===== src/rtl/fetch_buffer_if.sv =====
// ---------------------------------------------------------------------------
// uarch_pkg / fetch_buffer_if
//
// uarch_pkg holds the machine-wide widths shared by the front end.
//
// fetch_buffer_if bundles the two valid/ready channels around the fetch
// buffer:
//   fetch side : fetch_pc, fetch_inst0, fetch_inst1, fetch_val -> buffer
//                fetch_rdy                                     <- buffer
//   decode side: dec_pc, dec_pc_4, dec_inst0, dec_inst1,
//                dec_val                                       <- buffer
//                dec_rdy                                       -> buffer
// modport master : the environment (fetch unit + decoder) around the buffer
// modport slave  : the fetch buffer itself
// ---------------------------------------------------------------------------
package uarch_pkg;
  localparam int CPU_ADDR_BITS = 32;
  localparam int CPU_INST_BITS = 32;
endpackage

interface fetch_buffer_if #(
  parameter int ADDR_W = uarch_pkg::CPU_ADDR_BITS,
  parameter int INST_W = uarch_pkg::CPU_INST_BITS
);
  logic [ADDR_W-1:0] fetch_pc;
  logic [INST_W-1:0] fetch_inst0;
  logic [INST_W-1:0] fetch_inst1;
  logic              fetch_val;
  logic              fetch_rdy;

  logic [ADDR_W-1:0] dec_pc;
  logic [ADDR_W-1:0] dec_pc_4;
  logic [INST_W-1:0] dec_inst0;
  logic [INST_W-1:0] dec_inst1;
  logic              dec_val;
  logic              dec_rdy;

  modport master (
    output fetch_pc, fetch_inst0, fetch_inst1, fetch_val, dec_rdy,
    input  fetch_rdy, dec_pc, dec_pc_4, dec_inst0, dec_inst1, dec_val
  );

  modport slave (
    input  fetch_pc, fetch_inst0, fetch_inst1, fetch_val, dec_rdy,
    output fetch_rdy, dec_pc, dec_pc_4, dec_inst0, dec_inst1, dec_val
  );
endinterface


===== src/rtl/fetch_buffer.sv =====
// ---------------------------------------------------------------------------
// fetch_buffer
//
// Decoupling FIFO between fetch and decode. Each entry is one fetch packet
// (pc, inst0 at pc, inst1 at pc+4). It soaks up decoder back-pressure so the
// fetch unit can keep issuing I-cache reads; fetch_rdy feeds fetch's
// decoder_rdy. A flush (pipeline redirect) discards every stored packet.
//
// Parameters
//   DEPTH          packet entries, power of two, >= 2
//   CPU_ADDR_BITS  pc width          (uarch_pkg)
//   CPU_INST_BITS  instruction width (uarch_pkg)
//
// Ports
//   clk    clock, all state changes on posedge
//   rst    synchronous active-high reset, dominates flush and traffic
//   flush  drop all packets; no push/pop while asserted
//   bus    fetch_buffer_if.slave (fetch and decode handshakes)
//   count  occupied entries, 0..DEPTH
//
// Build option
//   FETCH_BUFFER_BYPASS_EN  when defined, a packet arriving at an empty
//                           buffer is presented on dec_* in the same cycle
//                           and is only written if the decoder stalls.
//                           Undefined: dec_* are pure register outputs with
//                           one cycle of fetch->decode latency.
// ---------------------------------------------------------------------------
module fetch_buffer #(
  parameter int DEPTH         = 4,
  parameter int CPU_ADDR_BITS = uarch_pkg::CPU_ADDR_BITS,
  parameter int CPU_INST_BITS = uarch_pkg::CPU_INST_BITS
) (
  input  logic                     clk,
  input  logic                     rst,
  input  logic                     flush,
  fetch_buffer_if.slave            bus,
  output logic [$clog2(DEPTH):0]   count
);

  localparam int PTR_W = $clog2(DEPTH);
  localparam int CNT_W = PTR_W + 1;
  localparam logic [CNT_W-1:0] FULL_CNT = CNT_W'(DEPTH);

  typedef struct packed {
    logic [CPU_ADDR_BITS-1:0] pc;
    logic [CPU_INST_BITS-1:0] inst0;
    logic [CPU_INST_BITS-1:0] inst1;
  } pkt_t;

  pkt_t             mem [DEPTH];
  pkt_t             in_pkt;
  pkt_t             head;
  logic [PTR_W-1:0] rd_ptr;
  logic [PTR_W-1:0] wr_ptr;
  logic             empty;
  logic             full;
  logic             push;   // fetch handshake completes this cycle
  logic             pop;    // decode handshake completes this cycle
  logic             wr_en;  // packet actually lands in storage
  logic             rd_en;  // stored head actually leaves storage

  assign in_pkt = '{pc: bus.fetch_pc, inst0: bus.fetch_inst0, inst1: bus.fetch_inst1};

  assign empty = (count == '0);
  assign full  = (count == FULL_CNT);

  // Readiness looks only at occupancy and flush, never at dec_rdy, so no
  // combinational path runs from the decoder back into the fetch unit. A
  // full buffer that pops this cycle therefore opens up only next cycle.
  assign bus.fetch_rdy = ~full & ~flush;
  assign push          = bus.fetch_val & bus.fetch_rdy;

`ifdef FETCH_BUFFER_BYPASS_EN
  logic bypass;

  // Empty buffer with a live packet: show it to decode straight away.
  assign bypass      = empty & bus.fetch_val & ~flush;
  assign head        = bypass ? in_pkt : mem[rd_ptr];
  assign bus.dec_val = (~empty & ~flush) | bypass;
  assign pop         = bus.dec_val & bus.dec_rdy;
  // A bypassed packet taken by decode the same cycle never touches storage.
  assign wr_en       = push & ~(bypass & bus.dec_rdy);
  assign rd_en       = pop & ~bypass;
`else
  assign head        = mem[rd_ptr];
  assign bus.dec_val = ~empty & ~flush;
  assign pop         = bus.dec_val & bus.dec_rdy;
  assign wr_en       = push;
  assign rd_en       = pop;
`endif

  assign bus.dec_pc    = head.pc;
  // Wraps modulo 2^CPU_ADDR_BITS by construction of the sized add.
  assign bus.dec_pc_4  = head.pc + CPU_ADDR_BITS'(4);
  assign bus.dec_inst0 = head.inst0;
  assign bus.dec_inst1 = head.inst1;

  // Pointers and occupancy. Reset and flush are both synchronous and have
  // the same effect; flush already blocks push/pop through the handshakes,
  // so clearing here cannot lose an accepted packet.
  // NOTE: state registers use non-blocking assignments so every flop samples
  // the pre-edge values regardless of statement order.
  always_ff @(posedge clk) begin
    if (rst || flush) begin
      rd_ptr <= '0;
      wr_ptr <= '0;
      count  <= '0;
    end else begin
      // DEPTH is a power of two, so natural overflow wraps DEPTH-1 -> 0.
      if (wr_en) wr_ptr <= wr_ptr + PTR_W'(1);
      if (rd_en) rd_ptr <= rd_ptr + PTR_W'(1);
      unique case ({wr_en, rd_en})
        2'b10:   count <= count + CNT_W'(1);
        2'b01:   count <= count - CNT_W'(1);
        default: count <= count;  // idle, or push+pop balanced
      endcase
    end
  end

  // Packet storage.
  // NOTE: the data array is deliberately left out of reset; dec_val gates
  // its contents, and a reset would turn cheap RAM into a wide flop bank.
  always_ff @(posedge clk) begin
    if (wr_en) mem[wr_ptr] <= in_pkt;
  end

  // Structural invariants.
  a_count_bound : assert property (@(posedge clk) disable iff (rst)
    count <= FULL_CNT);
  a_no_push_full : assert property (@(posedge clk) disable iff (rst)
    full |-> !wr_en);
  a_no_pop_empty : assert property (@(posedge clk) disable iff (rst)
    empty |-> !rd_en);
  a_flush_quiet : assert property (@(posedge clk) disable iff (rst)
    flush |-> !(push || pop));

endmodule


===== src/flat_wrapper.sv =====
// flat-port wrapper written by rule: the top's interface ports become plain ports
module fetch_buffer_flat 
#(
  parameter int DEPTH         = 4,
  parameter int CPU_ADDR_BITS = uarch_pkg::CPU_ADDR_BITS,
  parameter int CPU_INST_BITS = uarch_pkg::CPU_INST_BITS
)
  (clk, rst, flush, count, bus_fetch_pc, bus_fetch_inst0, bus_fetch_inst1, bus_fetch_val, bus_dec_rdy, bus_fetch_rdy, bus_dec_pc, bus_dec_pc_4, bus_dec_inst0, bus_dec_inst1, bus_dec_val);
  fetch_buffer_if bus_i ();
  input  logic clk;
  input  logic rst;
  input  logic flush;
  output logic [$clog2(DEPTH):0] count;
  input wire logic [$bits(bus_i.fetch_pc)-1:0] bus_fetch_pc;
  input wire logic [$bits(bus_i.fetch_inst0)-1:0] bus_fetch_inst0;
  input wire logic [$bits(bus_i.fetch_inst1)-1:0] bus_fetch_inst1;
  input wire logic [$bits(bus_i.fetch_val)-1:0] bus_fetch_val;
  input wire logic [$bits(bus_i.dec_rdy)-1:0] bus_dec_rdy;
  output wire logic [$bits(bus_i.fetch_rdy)-1:0] bus_fetch_rdy;
  output wire logic [$bits(bus_i.dec_pc)-1:0] bus_dec_pc;
  output wire logic [$bits(bus_i.dec_pc_4)-1:0] bus_dec_pc_4;
  output wire logic [$bits(bus_i.dec_inst0)-1:0] bus_dec_inst0;
  output wire logic [$bits(bus_i.dec_inst1)-1:0] bus_dec_inst1;
  output wire logic [$bits(bus_i.dec_val)-1:0] bus_dec_val;
  assign bus_i.fetch_pc = bus_fetch_pc;
  assign bus_i.fetch_inst0 = bus_fetch_inst0;
  assign bus_i.fetch_inst1 = bus_fetch_inst1;
  assign bus_i.fetch_val = bus_fetch_val;
  assign bus_i.dec_rdy = bus_dec_rdy;
  assign bus_fetch_rdy = bus_i.fetch_rdy;
  assign bus_dec_pc = bus_i.dec_pc;
  assign bus_dec_pc_4 = bus_i.dec_pc_4;
  assign bus_dec_inst0 = bus_i.dec_inst0;
  assign bus_dec_inst1 = bus_i.dec_inst1;
  assign bus_dec_val = bus_i.dec_val;
  fetch_buffer #(.DEPTH(DEPTH), .CPU_ADDR_BITS(CPU_ADDR_BITS), .CPU_INST_BITS(CPU_INST_BITS)) u_core (.clk(clk), .rst(rst), .flush(flush), .bus(bus_i), .count(count));
endmodule

===== config.mk =====
export PLATFORM = sky130hd
export DESIGN_NAME = fetch_buffer_flat
export DESIGN_NICKNAME = d
export VERILOG_FILES = /design/src/rtl/fetch_buffer_if.sv /design/src/rtl/fetch_buffer.sv /design/src/flat_wrapper.sv
export SDC_FILE = /design/constraint.sdc
export NUM_CORES = 1
export LEC_CHECK = 0
export ABC_AREA = 1
export CAP_MARGIN = 25
export CORE_MARGIN = 3
export CORE_UTILIZATION = 49
export CTS_CLUSTER_DIAMETER = 30
export DETAILED_ROUTE_END_ITERATION = 7
export HOLD_SLACK_MARGIN = 0.15
export PLACE_DENSITY_LB_ADDON = 0.3
export RECOVER_POWER = 100
export SYNTH_ARGS = -nofsm -noshare
export SYNTH_HDL_FRONTEND = slang
export SYNTH_SLANG_ARGS = --single-unit

===== constraint.sdc =====
create_clock -name clk -period 5.8 [get_ports clk]
set_input_delay 1.16 -clock clk [delete_from_list [all_inputs] [get_ports clk]]
set_output_delay 1.16 -clock clk [all_outputs]
set_load 0.02 [all_outputs]

==> parameters.txt <==
Parameter                              Value

Cells and area
  FF/Latch Area    11,700 sq um
  Post-layout instance count excluding filler cells    2,172
  Area of the multi-input gates    4090 sq um
  Share of final-layout standard cells stronger than drive strength 1    9.92%
  Area Growth Syn to Fin    31.6%
  Final-layout fill cell count    2,395
  Fin nets    1,770

Global route
  Global route overflow    0
  Number of global-route vias before repair    11.4k
  Global-route wire length before repair    61.8 mm
  Global-route usage over all layers    22.2%
  Antenna violations before repair    15
  Pin count of the biggest net entering global routing    115

Floorplan
  Ports placed on the boundary    234
  Number of cell rows    66
  Floorplan die area    35,600 sq um
  Width of the chip    189 microns
  Effective utilization at floorplan    50.0%
  Core Box Area    32,700 sq um
  Die Y-Extent    189 microns

Power and ir drop
  Power spent charging and discharging nets    1730 uW
  Internal power component    6050 uW
  Part of the total power dissipated in the clock network    53.9%
  LEAKAGE    0.00793 uW
  Sw Ratio    22.2%
  Share of power burned in combinational logic    5.1%
  Sequential Power Share    41.0%
  P per Cell Area    362 nW/um^2
  Worst vdd rail ir drop    304 uV

Setup path
  Capturing point of the worst reg2reg path    u_core.mem[3][91]
  Crit Path Category    flop to primary output
  Cells on worst reg2reg path    5
  Slack of the worst reg-to-reg path    2.03 ns
  Reg2reg start    u_core.count[1]
  Endpoint required time on the critical path    4.64 ns
  Data arrival time of the critical path    4.15 ns
  Critical Path End Type    primary output
  Crit Path Max Fanout    83
  Startpoint types    flop

Clocking
  Resized Gates After CTS    0
  Inserted Clock Buffers    74
  Number of clock sinks seen by CTS    393
  Post-CTS Hold Fix Bufs    0
  Worst-case clock buffer depth    3
  Total setup buffers inserted after CTS    0
  Reg clk slew, reported paths    0.05 ns
  Root cell of the clock tree    clkbuf_16
  CTS tree    done
  Clock H-tree levels    3
  Clock latency on the worst-skew pair    0.58 ns

Synthesis
  Mapped Area    16,300 sq um
  Area share of the leading cell type in the synthesized netlist    70.6%
  Library cell with the highest instance count after synthesis    edfxtp_1
  Top cell type by total area after synthesis    edfxtp_1
  Count of unique library cells instantiated by Yosys    26
  Ranking of synthesized cells by area    edfxtp_1 (71%), nand2_1 (7.9%), nor2_1 (4.6%), o21ai_0 (4.4%), o22ai_1 (2.5%)
  Avg Synthesized Cell Area    11.6 sq um
  Sequential share of the synthesized area    71.7%
  Synthesized net count    1,520
  Gate count after technology mapping    1,412
  Top cells by instance count after synthesis    edfxtp_1 (384), nand2_1 (344), nor2_1 (199)
  Flip-flop and latch count after synthesis    393
  Share of synthesized flip-flops with an asynchronous set or reset    0%
  Number of warnings issued by yosys    0
  Post-synth EDFFs    384
  Predominant post-synthesis flop cell    edfxtp_1

Timing
  Worst clock skew on the final layout    0.0450 ns
  Final clock period utilization by the worst path    91.6%
  RSZ-0062 raised after global routing    false
  Final Hold Slack    0.462 ns
  Post-route worst setup slack    0.486 ns
  Max Transition Viols Final    467
  Highest clock rate    0.188 GHz
  Headroom to the max-slew limit    -97.6%
  Final min period    5.31 ns
  Worst slew pin tran    2.96 ns
  Number of failing setup endpoints in the final timing report    0
  Final Hold Fails    0

Min path
  Worst hold start    u_core.rd_ptr[1]
  Hold path cells    2
  Worst hold-check path type    flop to flop

Flow run
  # Max-Cap Violations    6

Route
  Wirelength per Cell    18.4 microns
  DRC    0
  Total number of vias    11.7k
  WL final    39.9 mm
  Routed Antenna Nets    0
  First-pass detailed-route iteration total    6
  DRC marker count from the first detailed-route iteration    685
  Via density per instance    5.37

Outcome
  Run status    finished, violations left
  Failing checks    max-capacitance violations, max-slew violations

Placement
  Number of placed cells counting well taps    2,027
  Port-buffer cells    233
  Worst Setup Slack post-DPL    1.15 ns
  Half-perimeter wire length of the detailed placement result    23.0 mm
  Final weighted congestion of routability-driven global placement    0.922
-- metal layers --
layer,part of all wire [%],up-vias,GRT usage [%]
met4,2.5,16,8.11
met1,40,5561,28.4
met5,0.22,-,0
met2,48,490,36.2
li1,-,5493,-
met3,9.3,100,6.51
-- cells by family after synthesis --
group,Yosys count,synth area share (%)
AND/OR/NAND/NOR,653,16.2
flip-flops,393,71.7
AO/OA/AOI/OAI,220,7.28
buffers and inverters,124,3.48
XOR/XNOR,15,0.804
adder cells (fa/ha/maj),7,0.582
-- state kept, by name, indices dropped and copies added (netlist names), named ones only --
| name | flops |
|---|---|
| u_core.wr_ptr | 2 |
| u_core.count | 3 |
| u_core.rd_ptr | 2 |
| u_core.mem | 384 |
-- power by group through the flow --
stage               combinational [uW]  sequential [uW]  clock [uW]
finish                             394             3190        4190
global route                       426             3190        4410
CTS                                430             3190        4270
detailed placement                 427             3240           0
global placement                   421             3240           0
floorplan                          186             3240           0
-- worst max-delay path by stage --
| stage | end | slack, ns |
|---|---|---|
| 6_report | bus_dec_inst0[8] | 0.49 |
| 2_1_floorplan | u_core.mem[0][0] | -0.68 |
| 5_1_grt | bus_dec_pc_4[16] | 0.16 |
| 4_1_cts | bus_dec_pc_4[30] | 0.54 |
| 3_3_place_gp | bus_dec_pc_4[14] | 1.28 |
| 3_5_place_dp | bus_dec_pc_4[30] | 1.15 |
-- final cells by class --
type                       instances  share of cell area [%]
timing repair buffer             245                    11.2
clock buffer                      80                    9.00
tap                              442                    2.57
multi-input combinational        895                    19.0
sequential                       393                    54.5
antenna                            7                  0.0814
inverter                          53                   0.954
clock inverter                    57                    2.72
-- worst max-delay path, cell delays in order, from the launching register on --
cell           delay [ns]
dfxtp_4              0.56
inv_6                0.53
buf_4                0.43
clkbuf_4             0.79
o21ai_0              0.17
o22ai_1              0.32
dlygate4sd3_1        0.74
-- layout by cell type (no fill, tap or decap), types with 8 or more instances in the layout --
cell type,instances
nand3_1,72
nand2_2,14
nor2_1,197
nand4_1,8
clkdlybuf4s50_1,11
a21oi_1,8
clkbuf_16,76
clkinvlp_4,10
o21ai_0,143
inv_1,51
dlygate4sd3_1,222
edfxtp_1,384
nand2_1,344
nor2_2,8
xor2_1,14
o22ai_1,66
clkinv_2,13
inv_6,9
clkinv_1,9
clkinv_4,8
-- per-stage QoR --
stage,util (%),power [uW],setup TNS [ns],instance area (sq um)
3_3_place_gp,58.2,3660,0,19000
2_1_floorplan,-,3430,-260.03,16300
4_1_cts,65.9,7890,0,21500
5_1_grt,65.7,8020,0,21500
3_5_place_dp,58.2,3670,0,19000
6_report,65.8,7780,0,21500
Note: power is estimated with default switching activity, not from simulation.
